--- config.mk ---
export PLATFORM = sky130hd
export DESIGN_NAME = psum_readout
export DESIGN_NICKNAME = d
export VERILOG_FILES = /design/src/rtl/psum_readout_pkg.sv /design/src/rtl/psum_readout_quant.sv /design/src/rtl/psum_readout.sv
export SDC_FILE = /design/constraint.sdc
export NUM_CORES = 1
export LEC_CHECK = 0
export CAP_MARGIN = 20
export CORE_MARGIN = 3
export CORE_UTILIZATION = 42
export DETAILED_ROUTE_END_ITERATION = 12
export GPL_ROUTABILITY_DRIVEN = 0
export PLACE_DENSITY = 0.72
export SLEW_MARGIN = 25
export SYNTH_ARGS = -nofsm -noshare
export SYNTH_HDL_FRONTEND = slang
export SYNTH_SLANG_ARGS = --single-unit
--- constraint.sdc ---
create_clock -name clk1 -period 4.5 [get_ports clk1]
set_input_delay 0.45 -clock clk1 [delete_from_list [all_inputs] [get_ports clk1]]
set_output_delay 0.45 -clock clk1 [all_outputs]
set_load 0.005 [all_outputs]
--- src/rtl/psum_readout_pkg.sv ---
// -----------------------------------------------------------------------------
// psum_readout_pkg
// Shared definitions for the partial-sum readout path:
//   - state_e      : drain FSM encoding (IDLE / RUN / FLUSH)
//   - sat_max/min  : signed saturation bounds for a given output width
//   - round_const  : round-half-up constant added before an arithmetic shift
// -----------------------------------------------------------------------------
package psum_readout_pkg;

    typedef enum logic [1:0] {
        ST_IDLE  = 2'd0,
        ST_RUN   = 2'd1,
        ST_FLUSH = 2'd2
    } state_e;

    // Largest value representable in a signed field of out_width bits.
    function automatic int sat_max(input int out_width);
        return (32'sd1 <<< (out_width - 32'sd1)) - 32'sd1;
    endfunction

    // Smallest value representable in a signed field of out_width bits.
    function automatic int sat_min(input int out_width);
        return -(32'sd1 <<< (out_width - 32'sd1));
    endfunction

    // Half an LSB of the shifted result; zero when no shift is applied.
    function automatic int round_const(input int shift);
        if (shift > 32'sd0) begin
            return 32'sd1 <<< (shift - 32'sd1);
        end else begin
            return 32'sd0;
        end
    endfunction

endpackage

--- src/rtl/psum_readout_quant.sv ---
// -----------------------------------------------------------------------------
// psum_quant
// Combinational quantiser: bias add, optional ReLU, round-half-up shift and
// signed saturation to OUT_WIDTH.
// Ports:
//   data_i    : signed psum
//   bias_i    : signed bias
//   relu_en_i : clamp negative sums to zero
//   q_o       : saturated signed result
// -----------------------------------------------------------------------------
module psum_quant
    import psum_readout_pkg::*;
#(
    parameter int DATA_WIDTH = 16,
    parameter int OUT_WIDTH  = 8,
    parameter int SHIFT      = 4
) (
    input  logic signed [DATA_WIDTH-1:0] data_i,
    input  logic signed [DATA_WIDTH-1:0] bias_i,
    input  logic                         relu_en_i,
    output logic signed [OUT_WIDTH-1:0]  q_o
);

    // Two guard bits: one for the bias add, one for the rounding add.
    localparam int SW = DATA_WIDTH + 2;
    localparam logic signed [SW-1:0] RND_C  = SW'(round_const(SHIFT));
    localparam logic signed [SW-1:0] SAT_HI = SW'(sat_max(OUT_WIDTH));
    localparam logic signed [SW-1:0] SAT_LO = SW'(sat_min(OUT_WIDTH));

    logic signed [DATA_WIDTH:0] sum_s;
    logic signed [DATA_WIDTH:0] relu_s;
    logic signed [SW-1:0]       rnd_s;
    logic signed [SW-1:0]       shr_s;

    assign sum_s = {data_i[DATA_WIDTH-1], data_i} + {bias_i[DATA_WIDTH-1], bias_i};

    // ReLU: negative sums become zero when enabled.
    always_comb begin
        if (relu_en_i && sum_s[DATA_WIDTH]) begin
            relu_s = {(DATA_WIDTH + 1){1'b0}};
        end else begin
            relu_s = sum_s;
        end
    end

    assign rnd_s = {relu_s[DATA_WIDTH], relu_s} + RND_C;
    assign shr_s = rnd_s >>> SHIFT;

    // Clamp the shifted value into the signed output range.
    always_comb begin
        if (shr_s > SAT_HI) begin
            q_o = SAT_HI[OUT_WIDTH-1:0];
        end else if (shr_s < SAT_LO) begin
            q_o = SAT_LO[OUT_WIDTH-1:0];
        end else begin
            q_o = shr_s[OUT_WIDTH-1:0];
        end
    end

endmodule

--- src/rtl/psum_readout.sv ---
// -----------------------------------------------------------------------------
// psum_readout
// Drains num_words psums from the partial-sum FIFO, quantises each one and
// streams the results over a valid/ready handshake.
// Ports:
//   clk1, rd_clr           : clock, async active-high clear
//   start/num_words/bias/relu_en : drain request, sampled in IDLE
//   fifo_rd_en/fifo_rd_inc : FIFO read strobe (data arrives next cycle)
//   fifo_data              : FIFO registered read data
//   out_valid/out_ready/out_data : result stream
//   busy, done             : drain in progress / one-cycle completion pulse
// -----------------------------------------------------------------------------
module psum_readout
    import psum_readout_pkg::*;
#(
    parameter int DATA_WIDTH = 16,
    parameter int OUT_WIDTH  = 8,
    parameter int SHIFT      = 4,
    parameter int CNT_WIDTH  = 12
) (
    input  logic                         clk1,
    input  logic                         rd_clr,
    input  logic                         start,
    input  logic [CNT_WIDTH-1:0]         num_words,
    input  logic signed [DATA_WIDTH-1:0] bias,
    input  logic                         relu_en,
    output logic                         fifo_rd_en,
    output logic                         fifo_rd_inc,
    input  logic signed [DATA_WIDTH-1:0] fifo_data,
    output logic                         out_valid,
    input  logic                         out_ready,
    output logic signed [OUT_WIDTH-1:0]  out_data,
    output logic                         busy,
    output logic                         done
);

    state_e state_q, state_d;

    logic [CNT_WIDTH-1:0]         num_q, issued_q, accepted_q;
    logic signed [DATA_WIDTH-1:0] bias_q, s1_data_q;
    logic                         relu_q;
    logic                         rd_d1_q, s1_valid_q;
    logic [1:0]                   in_flight_q, occ_q;
    logic signed [OUT_WIDTH-1:0]  skid_q [2];
    logic                         wr_ptr_q, rd_ptr_q;

    logic                         start_acc_s, rd_en_s, xfer_s, done_s;
    logic [1:0]                   used_s;
    logic signed [OUT_WIDTH-1:0]  quant_s;

    assign start_acc_s = (state_q == ST_IDLE) && start;
    assign xfer_s      = (occ_q != 2'd0) && out_ready;
    assign done_s      = (state_q == ST_FLUSH) && (accepted_q == num_q);

    // Credits held = reads in the pipe + words parked in the skid buffer.
    // A word leaving this cycle frees its credit immediately; the sum never
    // exceeds 2, so the skid buffer can always absorb what is in flight.
    assign used_s  = in_flight_q + occ_q - {1'b0, xfer_s};
    assign rd_en_s = (state_q == ST_RUN) && (issued_q != num_q) && (used_s < 2'd2);

    assign fifo_rd_en  = rd_en_s;
    assign fifo_rd_inc = rd_en_s;
    assign out_valid   = (occ_q != 2'd0);
    assign out_data    = skid_q[rd_ptr_q];
    assign busy        = (state_q != ST_IDLE);
    assign done        = done_s;

    psum_quant #(
        .DATA_WIDTH (DATA_WIDTH),
        .OUT_WIDTH  (OUT_WIDTH),
        .SHIFT      (SHIFT)
    ) u_quant (
        .data_i    (s1_data_q),
        .bias_i    (bias_q),
        .relu_en_i (relu_q),
        .q_o       (quant_s)
    );

    // Next-state logic for the drain FSM.
    always_comb begin
        state_d = state_q;
        case (state_q)
            ST_IDLE: begin
                if (start) begin
                    state_d = (num_words == {CNT_WIDTH{1'b0}}) ? ST_FLUSH : ST_RUN;
                end else begin
                    state_d = ST_IDLE;
                end
            end
            ST_RUN: begin
                if (issued_q == num_q) begin
                    state_d = ST_FLUSH;
                end else begin
                    state_d = ST_RUN;
                end
            end
            ST_FLUSH: begin
                if (done_s) begin
                    state_d = ST_IDLE;
                end else begin
                    state_d = ST_FLUSH;
                end
            end
            default: state_d = ST_IDLE;
        endcase
    end

    // FSM state register.
    always_ff @(posedge clk1 or posedge rd_clr) begin
        if (rd_clr) begin
            state_q <= ST_IDLE;
        end else begin
            state_q <= state_d;
        end
    end

    // Drain parameters and issue/accept counters.
    always_ff @(posedge clk1 or posedge rd_clr) begin
        if (rd_clr) begin
            num_q      <= {CNT_WIDTH{1'b0}};
            bias_q     <= {DATA_WIDTH{1'b0}};
            relu_q     <= 1'b0;
            issued_q   <= {CNT_WIDTH{1'b0}};
            accepted_q <= {CNT_WIDTH{1'b0}};
        end else if (start_acc_s) begin
            num_q      <= num_words;
            bias_q     <= bias;
            relu_q     <= relu_en;
            issued_q   <= {CNT_WIDTH{1'b0}};
            accepted_q <= {CNT_WIDTH{1'b0}};
        end else begin
            if (rd_en_s) begin
                issued_q <= issued_q + CNT_WIDTH'(1'b1);
            end
            if (xfer_s) begin
                accepted_q <= accepted_q + CNT_WIDTH'(1'b1);
            end
        end
    end

    // Read pipeline: FIFO data lands one cycle after the strobe, then S1.
    always_ff @(posedge clk1 or posedge rd_clr) begin
        if (rd_clr) begin
            rd_d1_q     <= 1'b0;
            s1_valid_q  <= 1'b0;
            s1_data_q   <= {DATA_WIDTH{1'b0}};
            in_flight_q <= 2'd0;
        end else begin
            rd_d1_q     <= rd_en_s;
            s1_valid_q  <= rd_d1_q;
            if (rd_d1_q) begin
                s1_data_q <= fifo_data;
            end
            in_flight_q <= in_flight_q + {1'b0, rd_en_s} - {1'b0, s1_valid_q};
        end
    end

    // Two-entry skid buffer: S1 writes, downstream transfers read.
    always_ff @(posedge clk1 or posedge rd_clr) begin
        if (rd_clr) begin
            skid_q[0] <= {OUT_WIDTH{1'b0}};
            skid_q[1] <= {OUT_WIDTH{1'b0}};
            wr_ptr_q  <= 1'b0;
            rd_ptr_q  <= 1'b0;
            occ_q     <= 2'd0;
        end else begin
            if (s1_valid_q) begin
                skid_q[wr_ptr_q] <= quant_s;
                wr_ptr_q         <= ~wr_ptr_q;
            end
            if (xfer_s) begin
                rd_ptr_q <= ~rd_ptr_q;
            end
            occ_q <= occ_q + {1'b0, s1_valid_q} - {1'b0, xfer_s};
        end
    end

endmodule
After elaboration in Yosys (flattened, before gate mapping)
Index checks and enable logic that the tools add are counted.
- flip-flop bits (word level): 95
- input bits: 49
- output and inout bits: 13
- add/subtract/negate cells: 10
- order comparisons: 6
- equal/unequal tests: 5
- mux-type cells: 18
- bitwise gates (word level): 4
- reduce and logical (&&, ||, !) cells: 13
- operators with widths (kind ; count):
    12-bit two-way mux ; 4
    8-bit two-way mux ; 6
    12-bit by 1-bit adder with 12-bit output (second input constant) ; 2
    12-bit equality test ; 2
    17-bit by 5-bit adder with 18-bit output (second input constant) ; 1
    16-bit by 16-bit adder with 17-bit output ; 1
    17-bit two-way mux ; 1
    16-bit bitwise mux ; 1
    14-bit by 8-bit > comparator with 1-bit output (second input constant) ; 1
    14-bit by 8-bit less-than comparator with 1-bit output (second input constant) ; 1
    12-bit logical NOT ; 1
    12-bit inequality test ; 1
    8-bit demux with 1-bit select ; 1
    2-bit two-way mux ; 4
    2-bit nonzero test ; 4
    1-bit logical AND ; 7
    2-bit case mux with 3 select lines ; 1
    2-bit by 1-bit subtractor with 2-bit output ; 3
    2-bit by 1-bit adder with 2-bit output ; 2
    2-bit greater-or-equal comparator (second input constant) ; 2
    1-bit inverter with 2-bit output ; 2
    2-bit adder ; 1
    2-bit by 1-bit equality test with 1-bit output (second input constant) ; 1
    2-bit equality test (second input constant) ; 1
    4 further kinds ; 5

Depth between registers and ports, before layout
Gate-level depths: netlist of run 1.
- depth in word-level cells: 8
- gate-level depth with buffers: 15

Hierarchy
From an unflattened synthesis of run 1, not the netlist that was laid out.
- cells, all modules: 590
- area total of the unflattened synthesis: 5688.0 um2
- modules (own cells, without submodules) (module ; times used ; cells an instance ; area an instance (um2)):
    psum_readout ; 1 ; 405 ; 4351.7
    psum_quant ; 1 ; 185 ; 1336.3

Worst setup path after synthesis of run 1
Ideal clock, no wire load.
- path kind: reg2reg
- start point: register bias_q[1]
- end point: register skid_q[2] in the netlist's numbering
- setup time: 77 ps
- arrival time: 3315 ps
- required time: 4423 ps
- path slack: 1108 ps
- cell stages (with the launch flop): 15
- path buffers: 0
- period minus slack after synthesis: 3392 ps
- cell sequence: dfrtp_1 -> ha_1 -> a31o_1 -> o22a_1 -> a32oi_1 -> a22o_1 -> nor2_1 -> ha_1 -> nand4bb_1 -> and4bb_1 -> nor4b_1 -> a211oi_1 -> o31ai_4 -> a31oi_1 -> o21ai_1
- longest elaborated chain between the ends: 8
- elaborated cells on any way between the ends: 9
- those cells by class: add/sub (2); order compare (2); mux (4); reduce/logical (1)
- ends and longest elaborated chain (item ; line ; RTL):
    start: declaration ; psum_readout.sv:40 ; logic signed [DATA_WIDTH-1:0] bias_q, s1_data_q;
    start signal: assignment ; psum_readout.sv:121 ; bias_q <= {DATA_WIDTH{1'b0}};
    start signal: assignment ; psum_readout.sv:127 ; bias_q <= bias;
    16-bit by 16-bit adder with 17-bit output * ; psum_readout_quant.sv:35 ; assign sum_s = {data_i[DATA_WIDTH-1], data_i} + {bias_i[DATA_WIDTH-1], bias_i};
    1-bit logical AND ; psum_readout_quant.sv:39 ; if (relu_en_i && sum_s[DATA_WIDTH]) begin
    17-bit two-way mux * ; psum_readout_quant.sv:39 ;
    17-bit by 5-bit adder with 18-bit output * ; psum_readout_quant.sv:46 ; assign rnd_s = {relu_s[DATA_WIDTH], relu_s} + RND_C;
    14-bit by 8-bit less-than comparator with 1-bit output ; psum_readout_quant.sv:53 ; end else if (shr_s < SAT_LO) begin
    8-bit two-way mux ; psum_readout_quant.sv:53 ;
    8-bit two-way mux * ; psum_readout_quant.sv:51 ; if (shr_s > SAT_HI) begin
    16-bit bitwise mux * ; psum_readout.sv:168 ; skid_q[wr_ptr_q] <= quant_s;
    end signal: indexed assignment ; psum_readout.sv:168 ;
    end: declaration ; psum_readout.sv:44 ; logic signed [OUT_WIDTH-1:0] skid_q [2];
Every way passes the cells marked *; elsewhere a longest branch is shown, timed or not.
A chain may end at the register's enable or synchronous reset.

Worst setup path in the final report of run 1
- start point: register s1_data_q[13]
- end point: register skid_q[2] in the netlist's numbering
- longest elaborated chain between the ends: 8
- elaborated cells on any way between the ends: 9
- those cells by class: add/sub (2); order compare (2); mux (4); reduce/logical (1)
- ends and longest elaborated chain (item ; line ; RTL):
    start: declaration ; psum_readout.sv:40 ;
    start signal: assignment ; psum_readout.sv:146 ; s1_data_q <= {DATA_WIDTH{1'b0}};
    start signal: assignment ; psum_readout.sv:152 ; s1_data_q <= fifo_data;
    16-bit by 16-bit adder with 17-bit output * ; psum_readout_quant.sv:35 ;
    1-bit logical AND ; psum_readout_quant.sv:39 ;
    17-bit two-way mux * ; psum_readout_quant.sv:39 ;
    17-bit by 5-bit adder with 18-bit output * ; psum_readout_quant.sv:46 ;
    14-bit by 8-bit less-than comparator with 1-bit output ; psum_readout_quant.sv:53 ;
    8-bit two-way mux ; psum_readout_quant.sv:53 ;
    8-bit two-way mux * ; psum_readout_quant.sv:51 ;
    16-bit bitwise mux * ; psum_readout.sv:168 ;
Marks and branches as above.

==> impl_metrics.csv, run 1 <==
group,metric,value,unit
final_layout,final_cells,782,
critical_path,r2r_start,"s1_data_q[13]",
global_routing,grt_pass1_vias,4330,
timing,hold_viol_final,0,
placement,dpl_cell_area,6400,um^2
synth,synth_nets,618,
flow_run,drv_cap,0,
worst_hold_path,hp-start,"skid_q[7]",
timing,rsz0062_at_grt,"no",
floorplanning,start_util,43.7,%
final_layout,final_common_cell,"dfrtp_1",
final_layout,n_antenna_cell,0,
clocking,clk-insertion-delay-late,350,ps
synth,synth-edff-count,0,
critical_path,critPathLaunch,"s1_data_q[13]",
critical_path,worstPathArrival,4150,ps
timing,fmax,254,MHz
drt,drtPass1Iterations,6,
clocking,cts_tree,"yes",
global_routing,grt_pass1_wl,21.3,mm
floorplanning,coreArea,12800,um^2
timing,maxSlewHeadroom,48.2,%
clocking,cts_hold_buf,0,
synth,synth_area,5610,um^2
clocking,cts_buffers,9,
worst_hold_path,min_path_type,"register to register",
drt,wire_per_inst,16.3,um
clocking,h-tree-depth,3,
timing,setup_violations,0,
global_routing,antenna_found_initial,0,
critical_path,end_kind,"register",
placement,dpl.hpwl,9.55,mm
clocking,path_clk_slew,70,ps
drt,drt_iter0_markers,411,
synth,synth_area_leaders,"dfrtp_1, mux2_2, xor2_1, ha_1, a21oi_1",
timing,finalCritPeriodShare,87.5,%
drt,wl,12.7,mm
timing,skew,8.72,ps
synth,synth_area_per_cell,10.2,um^2
synth,synthCells,547,
synth,synth-seq-cells,95,
critical_path,crit_type,"register to register",
final_layout,nets,676,
final_layout,drive_above_1_share,15.1,%
drt,vias,4332,
drt,antenna_left,0,
timing,setup_tns,0,ps
critical_path,crit_required,4720,ps
floorplanning,die_w,122,um
critical_path,cp-start-kind,"register",
critical_path,r2r_end,"skid_q[2]",
clocking,cts_buffer_depth,2,
global_routing,overflow,0,
global_routing,grt_usage,18.1,%
synth,ys_seq_area_share,42.4,%
clocking,cts_num_sinks,95,
placement,io_buffers,61,
floorplanning,fp.dieH,122,um
synth,ys_warn_count,0,
drt,viasPerCell,5.54,
drt,drc,0,
floorplanning,ios,62,
clocking,clock-root-buffer,"clkbuf_16",
floorplanning,die_area,14800,um^2
final_layout,area_growth,19.9,%
placement,dp.cells,766,
synth,synth_top_area_share,42.4,%
clocking,post_cts_resize_count,0,
critical_path,rrSetupSlack,560,ps
timing,period_minus_slack,3940,ps
floorplanning,std_cell_rows,41,
run_status,status,"finished clean",
critical_path,critPathCapture,"skid_q[2]",
final_layout,final_cell_mix,"dfrtp_1, clkdlybuf4s50_1, mux2_2",
critical_path,crit_fanout,11,
synth,synth_cell_types,70,
global_routing,grt_max_degree,65,
synth,async_reset_ff_share,100,%
timing,worstMarginPinSlew,777,ps
timing,slew_violations,0,
synth,yosys.area.top_type,"dfrtp_1",
final_layout,final_area,6720,um^2
clocking,post_cts_buffers,0,
synth,ys.flop_type,"dfrtp_1",
critical_path,ff2ff_path_depth,14,
-- logic make-up (layout without fill, tap and decap cells) --
family / count (synthesis) / count (layout) / share of synthesized area [%]
compound gates: 115 / 115 / 13.9
simple gates: 165 / 165 / 16.1
mux: 55 / 55 / 11.0
buf+inv: 36 / 99 / 2.52
xor+xnor: 59 / 59 / 9.22
fa+ha+maj: 22 / 22 / 4.91
flops: 95 / 95 / 42.4
-- per-stage QoR --
stage / utilization, % / worst slack (ps) / hold WS [ps]
3_3_place_gp: 49.9 / 799 / 462
6_report: 52.4 / 564 / 479
3_5_place_dp: 49.9 / 622 / 468
2_1_floorplan: - / 1110 / 352
4_1_cts: 52.4 / 605 / 483
5_1_grt: 52.4 / 236 / 513
-- layout make-up --
cell class,instances,area [um^2]
clock buffer,11,253
clock inverter,5,70.1
fill,1134,6100
inverter,18,72.6
multi-input combinational,416,3090
sequential,95,2380
tap,172,215
timing repair buffer,65,641
-- worst max-delay path: stages, from the launching register on --
cell and delay, ps:
dfrtp_1 400, ha_1 470, and4_1 270, and3_1 220, a32oi_1 130, a22o_1 270, nor2_1 130, ha_1 200
nand4bb_1 180, and4bb_1 450, o21ai_0 130, a211oi_1 440, o31ai_4 160, a31oi_1 260, o21ai_1 100
-- sequential cells by signal, summed over array words and instances (netlist names), 2 cells and up --
| register | flops |
|---|---|
| accepted_q | 12 |
| bias_q | 16 |
| in_flight_q | 2 |
| issued_q | 12 |
| num_q | 12 |
| occ_q | 2 |
| s1_data_q | 16 |
| skid_q | 16 |
| state_q | 2 |
-- synthesized netlist by cell type, types with 2 or more instances --
master and count:
nor3_1 2, mux2_2 52, ha_1 22, nand4bb_1 2
a21o_1 8, o21ai_1 17, xnor2_1 17, nor2b_1 4
o211ai_1 2, nor4_1 10, and4bb_1 2, clkbuf_1 12
a211o_1 2, buf_2 2, mux2i_1 3, and4_1 3
a21oi_1 31, nor2_1 35, or2_2 5, a31oi_1 5
inv_1 18, dfrtp_1 95, nor3b_1 2, a211oi_1 6
o21ai_0 15, o21a_1 2, buf_1 3, xor2_1 42
and3_1 7, and2_1 6, o31ai_1 3, nand2b_1 3
nand2_1 41, nand4_1 13, or3_1 10, nand3_1 11
-- per-layer routing --
metal | routed length [um] | up-vias | track usage [%]
met5 | 0 | - | 0
met4 | 176 | 0 | 5.25
met3 | 734 | 15 | 4.52
li1 | - | 2095 | -
met1 | 5840 | 2120 | 24.3
met2 | 5960 | 102 | 29.0
-- how the worst min path moves through the flow --
stage,slack [ps],to,depth (start not counted)
global placement,460,skid_q[7],2
detailed placement,470,skid_q[7],2
CTS,480,skid_q[7],2
finish,480,skid_q[7],2
global route,510,skid_q[15],2
floorplan,350,s1_valid_q,0
Power of run 1 is left out: the tool's default activity adds up to more than one toggle a clock period on the data nets, which glitch-free logic cannot reach.
==> run 2, diff against run 1 <==
CORE_UTILIZATION = 57   (was 42)
PLACE_DENSITY = 0.78   (was 0.72)
==> run 2 against run 1 <==
  * Via count increased by 2.4%
  * Sequential cell count unchanged
  * Die area decreased by 25%
  * Hold slack improved by 9.0 ps
  * First-iteration DRC count decreased by 53%
  * Worst setup slack improved by 40 ps
  * Largest cell class unchanged
  * Final area decreased by 2.4%
  * Clock-buffer cell count decreased by 2
  * Critical path depth unchanged
  * Sequential share of layout area increased by 0.87 points
  * Clock skew increased by 6.3 ps
==> impl_metrics.csv, run 2 (synthesis results as in run 1) <==
group,metric,value,unit
run_status,status,"finished clean",
drt,antenna_left,0,
critical_path,worstPathArrival,4180,ps
timing,worstMarginPinSlew,854,ps
clocking,clk-insertion-delay-late,370,ps
final_layout,final_cell_mix,"dfrtp_1, clkdlybuf4s50_1, mux2_2",
worst_hold_path,min_path_type,"register to register",
clocking,cts_hold_buf,0,
timing,finalCritPeriodShare,86.6,%
placement,dpl_cell_area,6390,um^2
critical_path,crit_family,"simple AND/OR/NAND/NOR gates",
global_routing,grt_pass1_wl,21.4,mm
placement,io_buffers,61,
clocking,cts_num_sinks,95,
timing,fmax,257,MHz
drt,vias,4435,
final_layout,fillerInstances,737,
floorplanning,fp.dieH,105,um
critical_path,crit_fanout,11,
clocking,h-tree-depth,3,
global_routing,antenna_found_initial,0,
clocking,cts_buffer_depth,2,
global_routing,grt_max_degree,64,
final_layout,n_antenna_cell,0,
final_layout,largestRegisters,"bias_q (16), s1_data_q (16), skid_q (16)",
final_layout,multi_input_area,3090,um^2
floorplanning,ios,62,
global_routing,grt_pass1_vias,4450,
timing,slew_violations,0,
floorplanning,std_cell_rows,35,
critical_path,crit_required,4780,ps
clocking,cts_tree,"yes",
timing,skew,15.0,ps
clocking,path_clk_slew,100,ps
timing,period_minus_slack,3900,ps
timing,fin_hold_ws,488,ps
final_layout,final_area,6560,um^2
final_layout,regArea,2380,um^2
clocking,post_cts_buffers,0,
clocking,clock-root-buffer,"clkbuf_8",
final_layout,area_growth,17.1,%
drt,drc,0,
global_routing,grt_usage,23.8,%
floorplanning,die_area,11100,um^2
flow_run,drv_cap,0,
timing,rsz0062_at_grt,"no",
global_routing,overflow,0,
critical_path,cp_num_cells,14,
drt,viasPerCell,5.99,
critical_path,cp-start-kind,"register",
timing,hold_viol_final,0,
drt,drt_iter0_markers,194,
worst_hold_path,holdPathStages,1,
final_layout,nets,678,
drt,wire_per_inst,17.1,um
critical_path,max_stage_delay,470,ps
critical_path,critPathBufInv,0,
floorplanning,start_util,59.5,%
drt,wl,12.6,mm
final_layout,final_common_cell,"dfrtp_1",
critical_path,path_cells,"ha_1 > and4_1 > and3_1 > a32oi_1 > a22o_1 > nor2_1 > ha_1 > nand4bb_1 > nand4bb_1 > nor4_4 > a21oi_1 > a31oi_2 > a31oi_1 > o21ai_1",
critical_path,ff2ff_path_depth,14,
drt,drtPass1Iterations,5,
final_layout,drive_above_1_share,15.2,%
timing,setup_tns,0,ps
floorplanning,coreArea,9420,um^2
placement,dpl.hpwl,9.51,mm
clocking,post_cts_resize_count,0,
clocking,cts_buffers,9,
floorplanning,die_w,105,um
critical_path,slowest_stage,"ha_1",
critical_path,end_kind,"register",
critical_path,crit_type,"register to register",
final_layout,post-route-util,69.7,%
timing,setup_violations,0,
timing,maxSlewHeadroom,42.6,%
[run 2: cell types whose count changed in the layout (fill, tap and decap cells not counted), sizes merged]
| cell | before | now |
|---|---|---|
| buf | 4 | 6 |
| clkbuf | 11 | 9 |
| clkinv | 1 | 3 |
| bufinv | 1 | 0 |
| clkinvlp | 0 | 1 |
| inv | 21 | 20 |
[run 2: final timing paths]
path	start	endpoint	slack (ps)
min reg2reg	wr_ptr_q	wr_ptr_q	490
max in group asynchronous	rd_clr	num_q[8]	3000
min in group asynchronous	rd_clr	bias_q[13]	570
max reg2reg	bias_q[13]	skid_q[4]	600
max	bias_q[13]	skid_q[4]	600
min	wr_ptr_q	wr_ptr_q	490
[run 2: area by class of cell]
type	count	area share, %
Multi-Input combinational cell	416	47.2
Tap cell	129	2.46
Inverter	18	1.07
Timing Repair Buffer	67	10.5
Clock buffer	9	1.89
Clock inverter	6	0.706
Sequential cell	95	36.2
[run 2: per-layer routing]
layer / part of all wire, % / global-route usage (%) / vias to the layer above
met5: 0 / 0 / -
met4: 2.3 / 7.78 / 0
met3: 5.6 / 4.57 / 26
met2: 46 / 37.4 / 154
met1: 46 / 33.3 / 2152
li1: - / - / 2103
[run 2: stage by stage]
step | cells | setup WS [ps]
floorplan | 547 | 1110
global placement | 723 | 847
detailed placement | 725 | 690
CTS | 740 | 671
global route | 740 | 328
finish | 740 | 604
Power of run 2 is left out for the same reason.
==> run 3, diff against run 2 <==
CORE_UTILIZATION = 64   (was 57)
DONT_BUFFER_PORTS = 1   (was unset)
PLACE_DENSITY = 0.77   (was 0.78)
==> run 3 against run 2 <==
  * Hold slack worse by 480 ps
  * Clock skew about the same
  * Clock-buffer cell count unchanged
  * Global-route usage up 1.8 points
  * Critical path depth unchanged
  * Cell count down 12%
  * Critical endpoint is now skid_q[1]
  * Largest cell class unchanged
  * Highest routed layer is now met5
==> impl_metrics.csv, run 3 (synthesis results as in run 1) <==
group,metric,value,unit
drt,viasPerCell,6.36,
timing,skew,14.9,ps
clocking,cts_buffers,9,
critical_path,crit_fanout,11,
drt,vias,4156,
critical_path,worstPathArrival,4280,ps
final_layout,post-route-util,70.7,%
timing,hold_viol_final,0,
final_layout,drive_above_1_share,16.6,%
critical_path,end_kind,"register",
drt,drt_iter0_markers,236,
final_layout,area_growth,5.22,%
drt,wire_per_inst,18.6,um
global_routing,grt_pass1_wl,20.5,mm
timing,rsz0062_at_grt,"no",
placement,dpl.hpwl,8.96,mm
floorplanning,start_util,67.2,%
critical_path,crit_required,4770,ps
timing,maxSlewHeadroom,45.9,%
timing,finalCritPeriodShare,89.1,%
drt,drc,0,
clocking,cts_buffer_depth,2,
critical_path,crit_type,"register to register",
clocking,cts_tree,"yes",
clocking,post_cts_buffers,0,
final_layout,n_antenna_cell,0,
floorplanning,die_area,9920,um^2
drt,drtPass1Iterations,6,
floorplanning,die_w,99.6,um
flow_run,drv_cap,0,
clocking,clk-insertion-delay-late,360,ps
final_layout,largestRegisters,"bias_q (16), s1_data_q (16), skid_q (16)",
critical_path,ff2ff_path_depth,14,
run_status,status,"finished clean",
timing,slew_violations,0,
critical_path,cp-start-kind,"register",
final_layout,final_cell_mix,"dfrtp_1, mux2_2, xor2_1",
clocking,cts_hold_buf,0,
drt,antenna_left,0,
floorplanning,coreArea,8340,um^2
global_routing,grt_usage,25.6,%
timing,fmax,249,MHz
final_layout,final_common_cell,"dfrtp_1",
final_layout,nets,614,
timing,setup_violations,0,
timing,setup_tns,0,ps
floorplanning,ios,62,
global_routing,grt_max_degree,66,
timing,worstMarginPinSlew,810,ps
drt,wl,12.1,mm
floorplanning,std_cell_rows,33,
clocking,h-tree-depth,3,
timing,period_minus_slack,4010,ps
clocking,cts_num_sinks,95,
worst_hold_path,min_path_type,"input pin to asynchronous set/reset pin",
floorplanning,fp.dieH,99.6,um
clocking,clock-root-buffer,"clkbuf_8",
global_routing,overflow,0,
clocking,post_cts_resize_count,0,
placement,io_buffers,0,
clocking,path_clk_slew,100,ps
global_routing,antenna_found_initial,1,
global_routing,grt_pass1_vias,4161,
[run 3: cell count changes in the layout (fill, tap and decap cells not counted)]
cell             change
buf_4                -1
buf_12               -1
inv_4                -1
inv_6                +1
bufinv_16            +1
clkdlybuf4s50_1     -61
buf_16               -1
[run 3: critical path, cell delays in order, from the launching register on]
cell and delay [ps]:
dfrtp_1 400, ha_1 500, and2_1 240, and3_1 220, a32oi_1 130, a22o_1 270
nor2_1 140, ha_1 220, nand4bb_1 190, nand4bb_1 370, nor4_4 430, a21oi_1 200
a31oi_2 350, a21oi_1 110, o21ai_1 170
[run 3: routing by layer]
layer	global-route usage [%]	vias up	part of all wire, %	routed length [um]
li1	-	1982	-	-
met1	36.6	2017	46	5550
met2	39.1	134	46	5600
met3	5.82	21	6.3	759
met4	7.67	2	1.8	216
met5	0	-	0.13	16
[run 3: final timing paths]
path,start,to,slack (ps)
max,bias_q[9],skid_q[1],490
min,rd_clr,issued_q[3],9
max reg2reg,bias_q[9],skid_q[1],490
min reg2reg,skid_q[4],skid_q[4],490
max in group asynchronous,rd_clr,bias_q[15],3660
min in group clk1,relu_en,relu_q,230
[run 3: cell type report]
cell class	count	area, um^2
clock inverter	7	76.3
inverter	18	72.6
sequential	95	2380
tap	105	131
fill	608	2440
timing repair buffer	3	22.5
clock buffer	9	124
multi-input combinational	416	3090
[run 3: stage by stage]
step / hold slack [ps] / worst slack [ps] / std cells / instance area (um^2)
finish: 9.32 / 492 / 653 / 5900
global route: 35.4 / 240 / 653 / 5900
CTS: 25.4 / 533 / 653 / 5900
detailed placement: 424 / 612 / 637 / 5700
global placement: 460 / 812 / 637 / 5690
floorplan: 352 / 1110 / 547 / 5610
Power of run 3 is left out for the same reason.
